**config.mk**
```make
export PLATFORM = sky130hd
export DESIGN_NAME = complex_result_buffer
export DESIGN_NICKNAME = d
export VERILOG_FILES = /design/src/rtl/complex_mult_pkg.sv /design/src/rtl/res_fifo_mem.sv /design/src/rtl/complex_result_buffer.sv
export SDC_FILE = /design/constraint.sdc
export NUM_CORES = 1
export LEC_CHECK = 0
export BUFFER_PORTS_ARGS = -buffer_cell sky130_fd_sc_hd__buf_2
export CAP_MARGIN = 20
export CORE_ASPECT_RATIO = 0.7
export CORE_UTILIZATION = 45
export CTS_CLUSTER_DIAMETER = 80
export CTS_CLUSTER_SIZE = 40
export DETAILED_ROUTE_END_ITERATION = 7
export PLACE_DENSITY_LB_ADDON = 0.1
export REMOVE_ABC_BUFFERS = 1
export SYNTH_ARGS = -nofsm -noshare
export SYNTH_HDL_FRONTEND = slang
export SYNTH_SLANG_ARGS = --single-unit
```
**constraint.sdc**
```tcl
create_clock -name clk -period 3.25 [get_ports clk]
set_input_delay 0.4875 -clock clk [delete_from_list [all_inputs] [get_ports clk]]
set_output_delay 0.4875 -clock clk [all_outputs]
set_load 0.1 [all_outputs]
```
**src/rtl/complex_mult_pkg.sv**
```systemverilog
// Shared definitions for the complex multiplier result path: default widths,
// the {re, im} result record and the buffer occupancy classification.
package complex_mult_pkg;

  localparam int DEF_RES_WIDTH  = 16;
  localparam int DEF_FIFO_DEPTH = 4;

  // One complex result at the default component width, real part first so the
  // packed form matches the {real, imaginary} bus layout.
  typedef struct packed {
    logic signed [DEF_RES_WIDTH-1:0] re;
    logic signed [DEF_RES_WIDTH-1:0] im;
  } res_rec_t;

  // Occupancy of the result buffer as seen by producer and consumer.
  typedef enum logic [1:0] {
    OCC_EMPTY   = 2'd0,
    OCC_PARTIAL = 2'd1,
    OCC_FULL    = 2'd2
  } occ_state_t;

  // Classify an entry count against the buffer depth.
  function automatic occ_state_t occ_of(input int unsigned count,
                                        input int unsigned depth);
    occ_state_t occ;
    if (count == 0)
      occ = OCC_EMPTY;
    else if (count >= depth)
      occ = OCC_FULL;
    else
      occ = OCC_PARTIAL;
    return occ;
  endfunction

endpackage

```
**src/rtl/res_fifo_mem.sv**
```systemverilog
// Result storage for complex_result_buffer: one write port registered on clk,
// one asynchronous read port. Contents are deliberately never reset.
module res_fifo_mem
  import complex_mult_pkg::*;
#(
  parameter int WIDTH = 2 * DEF_RES_WIDTH,
  parameter int DEPTH = DEF_FIFO_DEPTH,
  parameter int AW    = $clog2(DEPTH)
) (
  input  logic             clk,
  input  logic             wr_en,
  input  logic [AW-1:0]    wr_addr,
  input  logic [WIDTH-1:0] wr_data,
  input  logic [AW-1:0]    rd_addr,
  output logic [WIDTH-1:0] rd_data
);

  logic [WIDTH-1:0] mem [DEPTH];

  // Capture an accepted result into its slot.
  always_ff @(posedge clk) begin
    if (wr_en)
      mem[wr_addr] <= wr_data;
  end

  assign rd_data = mem[rd_addr];

endmodule

```
**src/rtl/complex_result_buffer.sv**
```systemverilog
// Elastic buffer between the complex multiplier core and its consumer.
// Valid/ready on both sides; a full buffer refuses new results even when the
// consumer pops in the same cycle, so mult_ready depends only on registered
// state. Optional feature macro: RES_TXN_CNT_EN adds a 16-bit pop counter
// on output res_txn_cnt.
module complex_result_buffer
  import complex_mult_pkg::*;
#(
  parameter int RES_WIDTH  = DEF_RES_WIDTH,
  parameter int FIFO_DEPTH = DEF_FIFO_DEPTH
) (
  input  logic                          clk,
  input  logic                          rst,
  input  logic                          sw_rst,
  input  logic                          mult_val,
  input  logic signed [RES_WIDTH-1:0]   mult_re,
  input  logic signed [RES_WIDTH-1:0]   mult_im,
  output logic                          mult_ready,
  output logic                          res_val,
  input  logic                          res_ready,
  output logic [2*RES_WIDTH-1:0]        res_data,
  output logic [$clog2(FIFO_DEPTH):0]   res_count
`ifdef RES_TXN_CNT_EN
  ,
  output logic [15:0]                   res_txn_cnt
`endif
);

  localparam int AW = $clog2(FIFO_DEPTH);
  localparam int CW = AW + 1;

  logic [AW-1:0] wr_ptr;
  logic [AW-1:0] rd_ptr;
  logic [CW-1:0] count;
  occ_state_t    occ;
  logic          push;
  logic          pop;

  // Occupancy and handshakes come straight from the registered count.
  always_comb begin
    occ        = occ_of(32'(count), 32'(FIFO_DEPTH));
    mult_ready = (occ != OCC_FULL);
    res_val    = (occ != OCC_EMPTY);
    push       = mult_val && mult_ready;
    pop        = res_val && res_ready;
  end

  // Pointer and count update; soft reset beats any same-cycle transfer.
  always_ff @(posedge clk or posedge rst) begin
    if (rst) begin
      wr_ptr <= '0;
      rd_ptr <= '0;
      count  <= '0;
    end else if (sw_rst) begin
      wr_ptr <= '0;
      rd_ptr <= '0;
      count  <= '0;
    end else begin
      if (push)
        wr_ptr <= wr_ptr + 1'b1;
      if (pop)
        rd_ptr <= rd_ptr + 1'b1;
      if (push && !pop)
        count <= count + 1'b1;
      else if (pop && !push)
        count <= count - 1'b1;
    end
  end

  res_fifo_mem #(
    .WIDTH (2 * RES_WIDTH),
    .DEPTH (FIFO_DEPTH),
    .AW    (AW)
  ) u_mem (
    .clk     (clk),
    .wr_en   (push && !sw_rst),
    .wr_addr (wr_ptr),
    .wr_data ({mult_re, mult_im}),
    .rd_addr (rd_ptr),
    .rd_data (res_data)
  );

  assign res_count = count;

`ifdef RES_TXN_CNT_EN
  // Count every completed pop, wrapping naturally at 16 bits.
  always_ff @(posedge clk or posedge rst) begin
    if (rst)
      res_txn_cnt <= '0;
    else if (sw_rst)
      res_txn_cnt <= '0;
    else if (pop)
      res_txn_cnt <= res_txn_cnt + 16'd1;
  end
`endif

endmodule

```
; Yosys cells after proc, flatten, opt, wreduce, memory -nomap -nowiden
; Memory sizes are Yosys's and may differ from the RTL's.
; Index checks and enable logic that the tools add are counted.
[classes]
reduce_logical = 13
addsub = 4
order_cmp = 1
muxes = 11
n_eq_ne = 1
[op_table]
columns = operator, n
row1 = $mux W2, 6
row2 = $mux W3, 3
row3 = $reduce_bool A2 Y1, 3
row4 = $logic_and A1 B1 Y1, 5
row5 = $add A2 B1 Y2 const B, 2
row6 = $add A3 B1 Y3 const B, 1
row7 = $ge A3 B3 Y1 const B, 1
row8 = $logic_not A1 Y1, 3
row9 = $logic_not A3 Y1, 1
row10 = $reduce_bool A3 Y1, 1
row11 = $sub A3 B1 Y3 const B, 1
row12 = $mux W1, 2
row13 = $ne A2 B2 Y1 const B, 1
[totals]
inputBits = 37
mem_bits_rw = 128
out_inout_bits = 37
register_bits = 7
mem_count = 1
[memory_table]
columns = memory, depth, width, read_ports, rd_clocked_by_memory_dff, wr, line
row1 = u_mem.mem, 4, 32, 1, 0, 1, res_fifo_mem.sv:18  ; logic [WIDTH-1:0] mem [DEPTH];

; Logic depth before layout (Yosys ltp)
; Gate-level depths: netlist (run 1).
[depth]
word_depth = 10
depth_mapped = 7
depth_no_buf = 7

; Cells and area by module
; From an unflattened synthesis (run 1), not the netlist that was laid out.
[unflattened]
hier_cells = 223
area_unflattened_um2 = 5159.9
[modules_own_cells]
columns = mod, cells_per_inst, instances, seq_area_each_um2, area_each_um2
row1 = res_fifo_mem, 171, 1, 3843.7, 4689.5
row2 = complex_result_buffer, 52, 1, 175.2, 470.5

; Worst setup path before layout (run 1)
; Ideal clock, no wire load.
[synth_timing]
path_kind = reg2reg
from = register count[2] (netlist: res_count[2])
to = memory u_mem.mem[0][0] (netlist name), enable pin
synth_period_minus_slack_ps = 3196
arrival_ps = 2804
stages_incl_launch_ff = 5
setup_time_ps = 392
t_required_ps = 2858
path_slack_ps = 54
cell_sequence = dfrtp_1 inv_1 nand2_1 nor2_1 and2_1
[synth_via]
elab_chain_cells = 8
word_cells_on_any_way = 9
cone_classes = order compare: 1 / eq/ne: 1 / mux: 4 / reduce/logical: 3
[synth_lines]
columns = item, line
row1 = start: declaration, complex_result_buffer.sv:34  ; logic [CW-1:0] count;
row2 = start signal: assignment, complex_result_buffer.sv:64  ; count <= count + 1'b1;
row3 = start signal: assignment, complex_result_buffer.sv:66  ; count <= count - 1'b1;
row4 = $ge A3 B3 Y1, complex_mult_pkg.sv:28  ; else if (count >= depth)
row5 = $mux W2, complex_mult_pkg.sv:28
row6 = $mux W2 (*), complex_mult_pkg.sv:26  ; if (count == 0)
row7 = $ne A2 B2 Y1 (*), complex_result_buffer.sv:42  ; mult_ready = (occ != OCC_FULL);
row8 = named net mult_ready, complex_result_buffer.sv:18  ; output logic mult_ready,
row9 = $logic_and A1 B1 Y1 (*), complex_result_buffer.sv:44  ; push = mult_val && mult_ready;
row10 = $logic_and A1 B1 Y1 (*), complex_result_buffer.sv:76  ; .wr_en (push && !sw_rst),
row11 = $mux W1 (*), res_fifo_mem.sv:22  ; if (wr_en)
row12 = $mux W1 (not written as such) (*), res_fifo_mem.sv:23  ; mem[wr_addr] <= wr_data;
row13 = end: declaration, res_fifo_mem.sv:18
; Mark *: on every way through the listed nets, which the timed path passes. The rest lies on a longest branch.

; Worst setup path after layout (run 1)
[layout_timing]
from = register rd_ptr[0]
to = output res_data[16]
[layout_via]
elab_chain_cells = 1
[layout_lines]
columns = item, line
row1 = start: declaration, complex_result_buffer.sv:33  ; logic [AW-1:0] rd_ptr;
row2 = start signal: assignment, complex_result_buffer.sv:62  ; rd_ptr <= rd_ptr + 1'b1;
row3 = $mem_v2 Z4 W32, n/a
row4 = end: declaration, complex_result_buffer.sv:21  ; output logic [2*RES_WIDTH-1:0] res_data,
; Every way passes these cells.

==> results.md, run 1 <==
* Filler instances at 845
* Crit Path Category: reg -> out
* Vias in the first global route at approximately 2600
* Cell Rows at 32
* Setup violations, final at 0
* Async set-reset flop share out of synthesis at 0.05185
* Yosys reg bits at between 100 and 150
* Yosys warns at 0
* Post-layout util at 0.5763
* Critical path fanouts, max at 20
* CTS H-Tree Depth at 4
* Library cells used by synthesis at 27
* Largest net degree at the start of global routing at 21
* Fmax achieved at about 0.40 GHz
* Total GRT Usage at 0.1734
* Max-slew headroom at 0.6523
* Top cell type's share of synthesized area at 0.7438
* Hold Fails Final Rpt at 0
* Avg Synthesized Cell Area at 22.66 sq um
* Reg clk slew, reported paths at 60 ps
* Req. time, crit path at between 2000 and 3000 ps
* Port Buf Inserts at 73
* Minimum clock period at 2522 ps
* R2r setup slk at ~1300 ps
* Worst IR Drop VDD at 0.0004752 V
* Residual DRC at 0
* Number of enable flip-flop cells after synthesis at 128
* Ys flop type: edfxtp_1
* Layout cells sized above 1 at 0.4653
* Clock latency on the worst-skew pair at around 410 ps
* Die boundary width at 130.1 microns
* Total CTS buffers at 17
* Drt total wl at around 9100 microns
* RSZ-0062 raised after global routing: no
* Core Area at between 10000 and 15000 sq um
* Register area share after synthesis at 0.7777
* DRT Pass-1 Iters at 4
* CP endpoint kind: output pin
* GRT overflow at 0
* # IOs at 74
* Startpoint types: register
* DIE AREA at 11920 sq um
* CP arrival at approximately 2000 ps
* Layout area overhead at 23.68%
* Area leader, netlist: edfxtp_1
* Inst Count DP at 452
* Ant. Diodes at 0
* WL/cell at ~19 microns
* Status: finished clean
* Initial antenna violation count at 0
* Pleak at 0.002217 uW
* Worst-Margin Slew at around 520 ps
* Pre-CTS WS at 1127 ps
* Commonest cells post-synth: edfxtp_1, mux4_2, dfrtp_1, nor2_1, inv_1
* Die height at 91.66 microns
* Deepest clock path buffer count at 2
* Routed via count at 2488
* Most common cell in the netlist: edfxtp_1
* CTS tree: yes
* Fin nets at 360
* First-pass GRT wire length at 14480 microns
* Root Buffer: clkbuf_16
* CTS resizes at 0
* Final antenna-violating net count at 0
* Final worst-path setup slack at about 730 ps
* Multi-input logic area at between 1000 and 1500 sq um
* GPL Wtd Cong at 0.7628
* Hold Crit Class: in -> async
* Power density over the cells at 901.0 nW/um^2
* Max cap viols at 0
* HPWL Detailed at ~5700 microns
* Ranking of synthesized cells by area: edfxtp_1, mux4_2, dfrtp_1
* Fin Setup TNS at 0 ps
* Post-Route Skew at about 6.3 ps
* Post-CTS setup buffer count at 0
* Final count of pins violating max slew at 0
* Initial cell density of the core at 0.4659
* Clock sink count at 135
* Hold buffers post-CTS at 0
* Mapped cell area at 5167 sq um
* Final non-filler cell total at 484
* Initial DRC count at 160
* Final Cycle Share at 0.7760
* Cells after synthesis at 228
* Reg area at 4021 sq um
* Post-DR vias/cell at 5.140
## path summary, 6_finish.rpt
path,startpoint,endpoint,cells after the start
max,rd_ptr[0],res_data[16],3
min,rst,res_count[1],2
max reg2reg,res_count[2],u_mem.mem[3][21],5
min reg2reg,wr_ptr[1],wr_ptr[1],2
max in group asynchronous,rst,rd_ptr[1],2
min in group clk,mult_im[15],u_mem.mem[0][15],1
## where the power goes
group	switching, uW	internal, uW	total [uW]
combinational	1260	365	1620
sequential	47.8	2000	2050
clock	716	1370	2080
total	2020	3740	5760
## cell families after synthesis
kind of cell	share of synthesized area
AOI/OAI and AO/OA	0.01477
xor gates and xnor gates	0.01017
adders and majority gates	0.01356
buffers and inverters	0.02106
DFF	0.7777
muxes	0.1395
and+or+nand+nor	0.02325
## area by class of cell
type                       instances  share of cell area
clock inverter                    14             0.03504
inverter                           6            0.003524
sequential                       135              0.6292
multi-input combinational         76              0.1635
clock buffer                      18             0.06715
tap                              153             0.02995
timing repair buffer              82             0.07165
## metal layers
metal  GRT usage  part of all wire  vias to the layer above
met1      0.2485              0.47                     1290
met2      0.2447              0.46                       68
met4     0.07267             0.011                        0
met5           0                 0                        -
met3     0.05543             0.059                       11
li1            -                 -                     1119
## per-stage QoR
step | power [uW] | instance area (sq um) | hold slack, ps
5_1_grt | 5961 | 6391 | 23.72
6_report | 5758 | 6391 | 22.29
2_1_floorplan | 3442 | 5081 | 290.9
4_1_cts | 5818 | 6391 | 11.37
3_5_place_dp | 3726 | 5738 | 450.3
3_3_place_gp | 3721 | 5738 | 450.2
## cell usage in the layout (no fill, tap or decap), types with 2 or more instances in the layout
master,count
bufinv_16,5
xor2_1,3
clkbuf_16,17
inv_1,6
clkinv_4,3
edfxtp_1,128
and2_2,4
dfrtp_1,5
a2bb2oi_1,2
ha_1,4
a21oi_1,4
mux4_2,32
nand2_1,5
buf_12,2
buf_2,73
nor2_1,7
buf_4,7
inv_6,2
dfrtp_2,2
xnor2_1,3
nand3_1,2
clkinvlp_4,4
## worst max-delay path, cell delays in order (launching register included)
cell and delay (ps):
dfrtp_2 350, buf_4 370, mux4_2 580, buf_2 310
## sequential cells by signal, indices dropped and copies added (netlist names)
register	count
rd_ptr	2
res_count	3
wr_ptr	2
u_mem.mem	128
Power figures use the tool's default switching activity.
==> run 2: changes to the inputs <==
clock period = 2.3 ns   (was 3.25 ns; I/O delays follow)
==> run 2 against run 1 <==
Compared with the run above: combinational power grew 59%; die area unchanged; via count fell by 1.8%; sequential power up 41%; clock power grew 41%.
==> results.md, run 2 (same netlist as run 1, synthesis figures left out) <==
* Status: finished clean
* Port Buf Inserts at 73
* Routed via count at 2444
* Post-DR vias/cell at ~5
* Fmax achieved at 0.4519 GHz
* NetSw at 2882 uW
* WL/cell at approximately 18 microns
* Register share of total power at 0.345
* Fin Setup TNS at 0 ps
* Cell Rows at 32
* Reg clk slew, reported paths at 60 ps
* CP endpoint kind: output pin
* Most common cell after layout, fill and taps aside: edfxtp_1
* Critical path fanouts, max at 16
* Internal Pwr Total at 5507 uW
* R2r setup slk at about 530 ps
* # IOs at 74
* Worst R2R Start: res_count[2]
* DIE AREA at 11920 sq um
* Clock sink count at between 100 and 150
* Post-Route Skew at 7.970 ps
* Crit Path Category: reg -> out
* Total GRT Usage at 0.1652
* Crit path launch: rd_ptr[0]
* Fin nets at ~360
* CP max-delay cell: mux4_2
* Setup violations, final at 0
* CP arrival at 1870 ps
* Reg2Reg Depth at 6
* Layout cells sized above 1 at 0.4671
* Final count of pins violating max slew at 0
* Final Cycle Share at 0.9621
* Initial antenna violation count at 0
* Pleak at 0.002311 uW
* Post-Layout Inst Area at between 6000 and 7000 sq um
* Deepest clock path buffer count at 2
* CTS tree: yes
* Hold Fails Final Rpt at 0
* Final worst-path setup slack at around 87 ps
* Pre-CTS WS at 389.3 ps
* Reg2reg end: res_count[2]
* Req. time, crit path at 1960 ps
* CTS H-Tree Depth at 4
* Tot Pwr at 8388 uW
* DRT Pass-1 Iters at 4
* GPL Wtd Cong at 0.7264
* Largest net degree at the start of global routing at 29
* Power density over the cells at roughly 1300 nW/um^2
* Clock share of power at 0.349
* Multi-input logic area at around 1000 sq um
* Vias in the first global route at 2489
* Hold path startpoint: mult_re[5]
* GRT overflow at 0
* Minimum clock period at about 2200 ps
* Combinational Power Share at 0.306
* Max cap viols at 0
* Startpoint types: register
* Root Buffer: clkbuf_16
* Die boundary width at 130.1 microns
* Layout area overhead at 28.43%
* Hold depth at 1
* Total CTS buffers at 17
* Flip-flop count of the largest register after layout at around 130
* Max-slew headroom at 0.6778
* RSZ-0062 raised after global routing: no
* Core Area at 11090 sq um
* Most frequent cells in the layout: edfxtp_1, buf_2, mux4_2
* Critical path's largest stage delay at 500 ps
* Filler instances at roughly 800
* Residual DRC at 0
* Placed Instance Area at ~5900 sq um
* Hold Crit Class: in -> reg
* Largest Register: u_mem.mem
* Ant. Diodes at 0
* Sw frac at 0.3435
* Initial DRC count at 129
* First-pass GRT wire length at 13800 microns
* Final antenna-violating net count at 0
* CP Cell Sequence: buf_12 -> mux4_2 -> buf_2
* Worst IR Drop VDD at 0.0006319 V
* Die height at slightly above 90 microns
* Reg area at 4021 sq um
* Initial cell density of the core at 0.4659
* Drt total wl at around 9000 microns
* Clock latency on the worst-skew pair at about 410 ps
* Worst-Margin Slew at 486.6 ps
* HPWL Detailed at 5534 microns
* Crit path to: res_data[0]
==> run 2: changes by cell type in the layout (fill, tap and decap cells not counted), moves of 2 or more <==
cell      previous run  this run
clkinv_2             0         2
buf_2               73        44
clkinv_4             3         0
inv_6                2         4
buf_12               2        14
buf_4                7        24
==> run 2: worst min path at each step <==
stage / to / slack [ps]
after floorplan: rd_ptr[0] / 150
after global placement: res_count[1] / 300
after detailed placement: res_count[1] / 300
after CTS: u_mem.mem[1][21] / 130
after global routing: u_mem.mem[1][21] / 140
final: u_mem.mem[1][21] / 140
==> run 2: layout make-up <==
| type | instances | share of cell area |
|---|---|---|
| Clock inverter | 15 | 0.03337 |
| Multi-Input combinational cell | 76 | 0.1574 |
| Timing Repair Buffer | 85 | 0.1069 |
| Sequential cell | 135 | 0.6060 |
| Tap cell | 153 | 0.02885 |
| Clock buffer | 17 | 0.06410 |
| Inverter | 6 | 0.003394 |
==> run 2: timing repair <==
action | CTS | global route
hold buffers | 1 | 0
setup buffers | 0 | 3
resized for setup | 21 | 1
hold endpoints to repair | 7 | 0
setup endpoints to repair | 20 | 17
==> run 2: metal layers <==
| metal | track usage | vias up | routed length (microns) |
|---|---|---|---|
| li1 | - | 1124 | - |
| met1 | 0.2380 | 1262 | 4299 |
| met2 | 0.2327 | 47 | 4131 |
| met5 | 0 | - | 0 |
| met4 | 0.07849 | 0 | 113 |
| met3 | 0.04609 | 11 | 352 |
==> run 2: power groups by stage <==
stage | clock (uW) | sequential, uW | combinational, uW
floorplan | 0 | 3110 | 1750
global placement | 0 | 2950 | 2480
detailed placement | 0 | 2950 | 2490
CTS | 2980 | 2900 | 2560
global route | 3100 | 2910 | 2670
finish | 2930 | 2900 | 2570
==> run 2: worst max-delay path: cells and delay by family, from the launching register on <==
family	cells	cell delay, ps
buf+inv	2	500
flops	1	450
mux	1	500
==> run 2: through the flow <==
step	cells	util	hold slack [ps]
global route	487	0.5984	137.1
finish	487	0.5984	144.4
CTS	484	0.5961	127.2
detailed placement	451	0.5320	303.6
floorplan	217	-	148.4
global placement	451	0.5320	304.7
==> run 3: changes to the inputs <==
CTS_BUF_LIST = sky130_fd_sc_hd__clkbuf_2 sky130_fd_sc_hd__clkbuf_4 sky130_fd_sc_hd__clkbuf_8   (was unset)
==> run 3 against run 2 <==
Compared with the run above: total power decreased by 8.5%; largest power group is now registers; combinational power hardly changed; flip-flop and latch count unchanged; worst setup slack got worse by 21 ps; clock skew up 0.71 ps; sequential share of layout area up 1.8 points; wire length rose by 0.79%; via count rose by 2.0%; die area unchanged; first-iteration DRC count shrank 19%; largest cell class unchanged; final area shrank 2.8%; final cell count decreased by 0.21%.
==> results.md, run 3 (same netlist as run 1, synthesis figures left out) <==
* Cell Rows at 32
* DIE AREA at about 12000 sq um
* Final Cycle Share at 0.9711
* Clock sink count at 135
* Met1 Track Usage GR at 0.2396
* Layout area overhead at 24.77%
* GRT overflow at 0
* Clock share of power at 0.288
* Post-layout util at 0.5813
* WL/cell at 18.45 microns
* Residual DRC at 0
* Hold Fails Final Rpt at 0
* Combinational Power Share at 0.335
* Reg clk slew, reported paths at roughly 80 ps
* # IOs at 74
* GRT busiest layer: met1
* Vias in the first global route at 2482
* Critical path's largest stage delay at 510 ps
* Reg2Reg Depth at 6
* Layout cells sized above 1 at 0.4655
* Max-slew headroom at 0.6776
* Internal Pwr Total at 4874 uW
* Req. time, crit path at 1960 ps
* Crit Path Category: reg -> out
* Final count of pins violating max slew at 0
* Most common cell after layout, fill and taps aside: edfxtp_1
* CP endpoint kind: output pin
* CP max-delay cell: mux4_2
* Largest Register: u_mem.mem
* Most frequent cells in the layout: edfxtp_1, buf_2, mux4_2
* NetSw at 2802 uW
* Deepest clock path buffer count at 2
* Status: finished clean
* DRT Pass-1 Iters at 4
* Critical path fanouts, max at 16
* Pleak at 0.002222 uW
* Largest net degree at the start of global routing at 29
* Fin nets at 362
* Tot Pwr at between 7000 and 8000 uW
* Met3 Usage GRT at 0.04259
* CTS tree: yes
* CTS H-Tree Depth at 4
* Post-DR vias/cell at 5.128
* Placed Instance Area at ~5900 sq um
* Max cap viols at 0
* Reg2reg end: res_count[2]
* Crit path max-delay family: multiplexers
* Final antenna-violating net count at 0
* Minimum clock period at 2233 ps
* Initial cell density of the core at 0.4659
* GPL Wtd Cong at just over 0.7
* Clock latency on the worst-skew pair at 440 ps
* Power density over the cells at 1190 nW/um^2
* Worst IR Drop VDD at 0.0006158 V
* Hold Crit Class: in -> reg
* Post-Route Skew at 8.684 ps
* Levels on crit path at 3
* Total GRT Usage at 0.1667
* Fmax achieved at ~0.45 GHz
* Initial DRC count at 104
* Drt total wl at around 9000 microns
* Crit path to: res_data[0]
* Root Buffer: clkbuf_8
* Sw frac at 0.3650
* HPWL Detailed at 5534 microns
* Crit path launch: rd_ptr[0]
* Setup violations, final at 0
* Met2 Usage GRT at 0.2323
* R2r setup slk at 510 ps
* Startpoint types: register
* Routed via count at 2492
* Register share of total power at 0.377
* Ant. Diodes at 0
* Worst R2R Start: res_count[2]
* Flip-flop count of the largest register after layout at ~130
* Post-Layout Inst Area at 6447 sq um
* Port Buf Inserts at 73
* Worst path bufs/invs at 2
* Core Area at 11090 sq um
* Die boundary width at 130.1 microns
* Die height at slightly above 90 microns
* First-pass GRT wire length at 13820 microns
* Worst-Margin Slew at 486.9 ps
* CP arrival at around 1900 ps
* CP Cell Sequence: buf_12 -> mux4_2 -> clkbuf_4
* Total CTS buffers at 17
* Initial antenna violation count at 0
## run 3: worst min-delay path by stage
stage           startpoint               end  slack, ps  cells after the start
2_1_floorplan          rst         rd_ptr[0]        150                      1
6_report        mult_re[5]  u_mem.mem[1][21]        110                      1
4_1_cts         mult_re[5]  u_mem.mem[1][21]         90                      1
5_1_grt        mult_im[10]  u_mem.mem[2][10]        100                      1
3_3_place_gp           rst      res_count[1]        300                      2
3_5_place_dp           rst      res_count[1]        300                      2
## run 3: layer usage
layer  wire length (microns)  vias up
met4                     159        0
met3                     509       16
met2                    4194       58
li1                        -     1118
met5                       0        -
met1                    4103     1300
## run 3: power by group through the flow
stage	Combinational, uW	Sequential, uW	Clock [uW]
6_report	2570	2890	2210
5_1_grt	2670	2900	2380
4_1_cts	2550	2890	2260
3_5_place_dp	2490	2950	0
3_3_place_gp	2480	2950	0
2_1_floorplan	1750	3110	0
## run 3: area by class of cell
type,instances,area (sq um)
fill,847,4643
sequential,135,4021
multi-input combinational,76,1045
timing repair buffer,84,711.9
clock buffer,17,234.0
clock inverter,15,221.5
tap,153,191.4
inverter,6,22.52
## run 3: worst register-to-register path, stage by stage, from the launching register on
cell     delay [ps]
dfrtp_1         500
inv_1           110
nand2_1         130
nor2_1           70
fa_1            390
or3b_1          390
a21oi_1         130
## run 3: timing repair
action / in CTS / in global routing
pin swaps: 0 / 0
gates cloned: 0 / 0
endpoints found under the hold margin: 7 / 0
endpoints found under the setup margin: 24 / 13
resized for setup: 12 / 22
buffers inserted: 2 / 0
hold buffers: 1 / 0
## run 3: per-stage QoR
| step | instances | hold slack (ps) | worst slack (ps) | TNS (ps) |
|---|---|---|---|---|
| finish | 486 | 113.8 | 66.52 | 0 |
| detailed placement | 451 | 303.6 | 389.3 | 0 |
| floorplan | 217 | 148.4 | -896.2 | -128700 |
| CTS | 486 | 93.82 | 22.53 | 0 |
| global route | 486 | 100.4 | -10.27 | -10.27 |
| global placement | 451 | 304.7 | 407.7 | 0 |
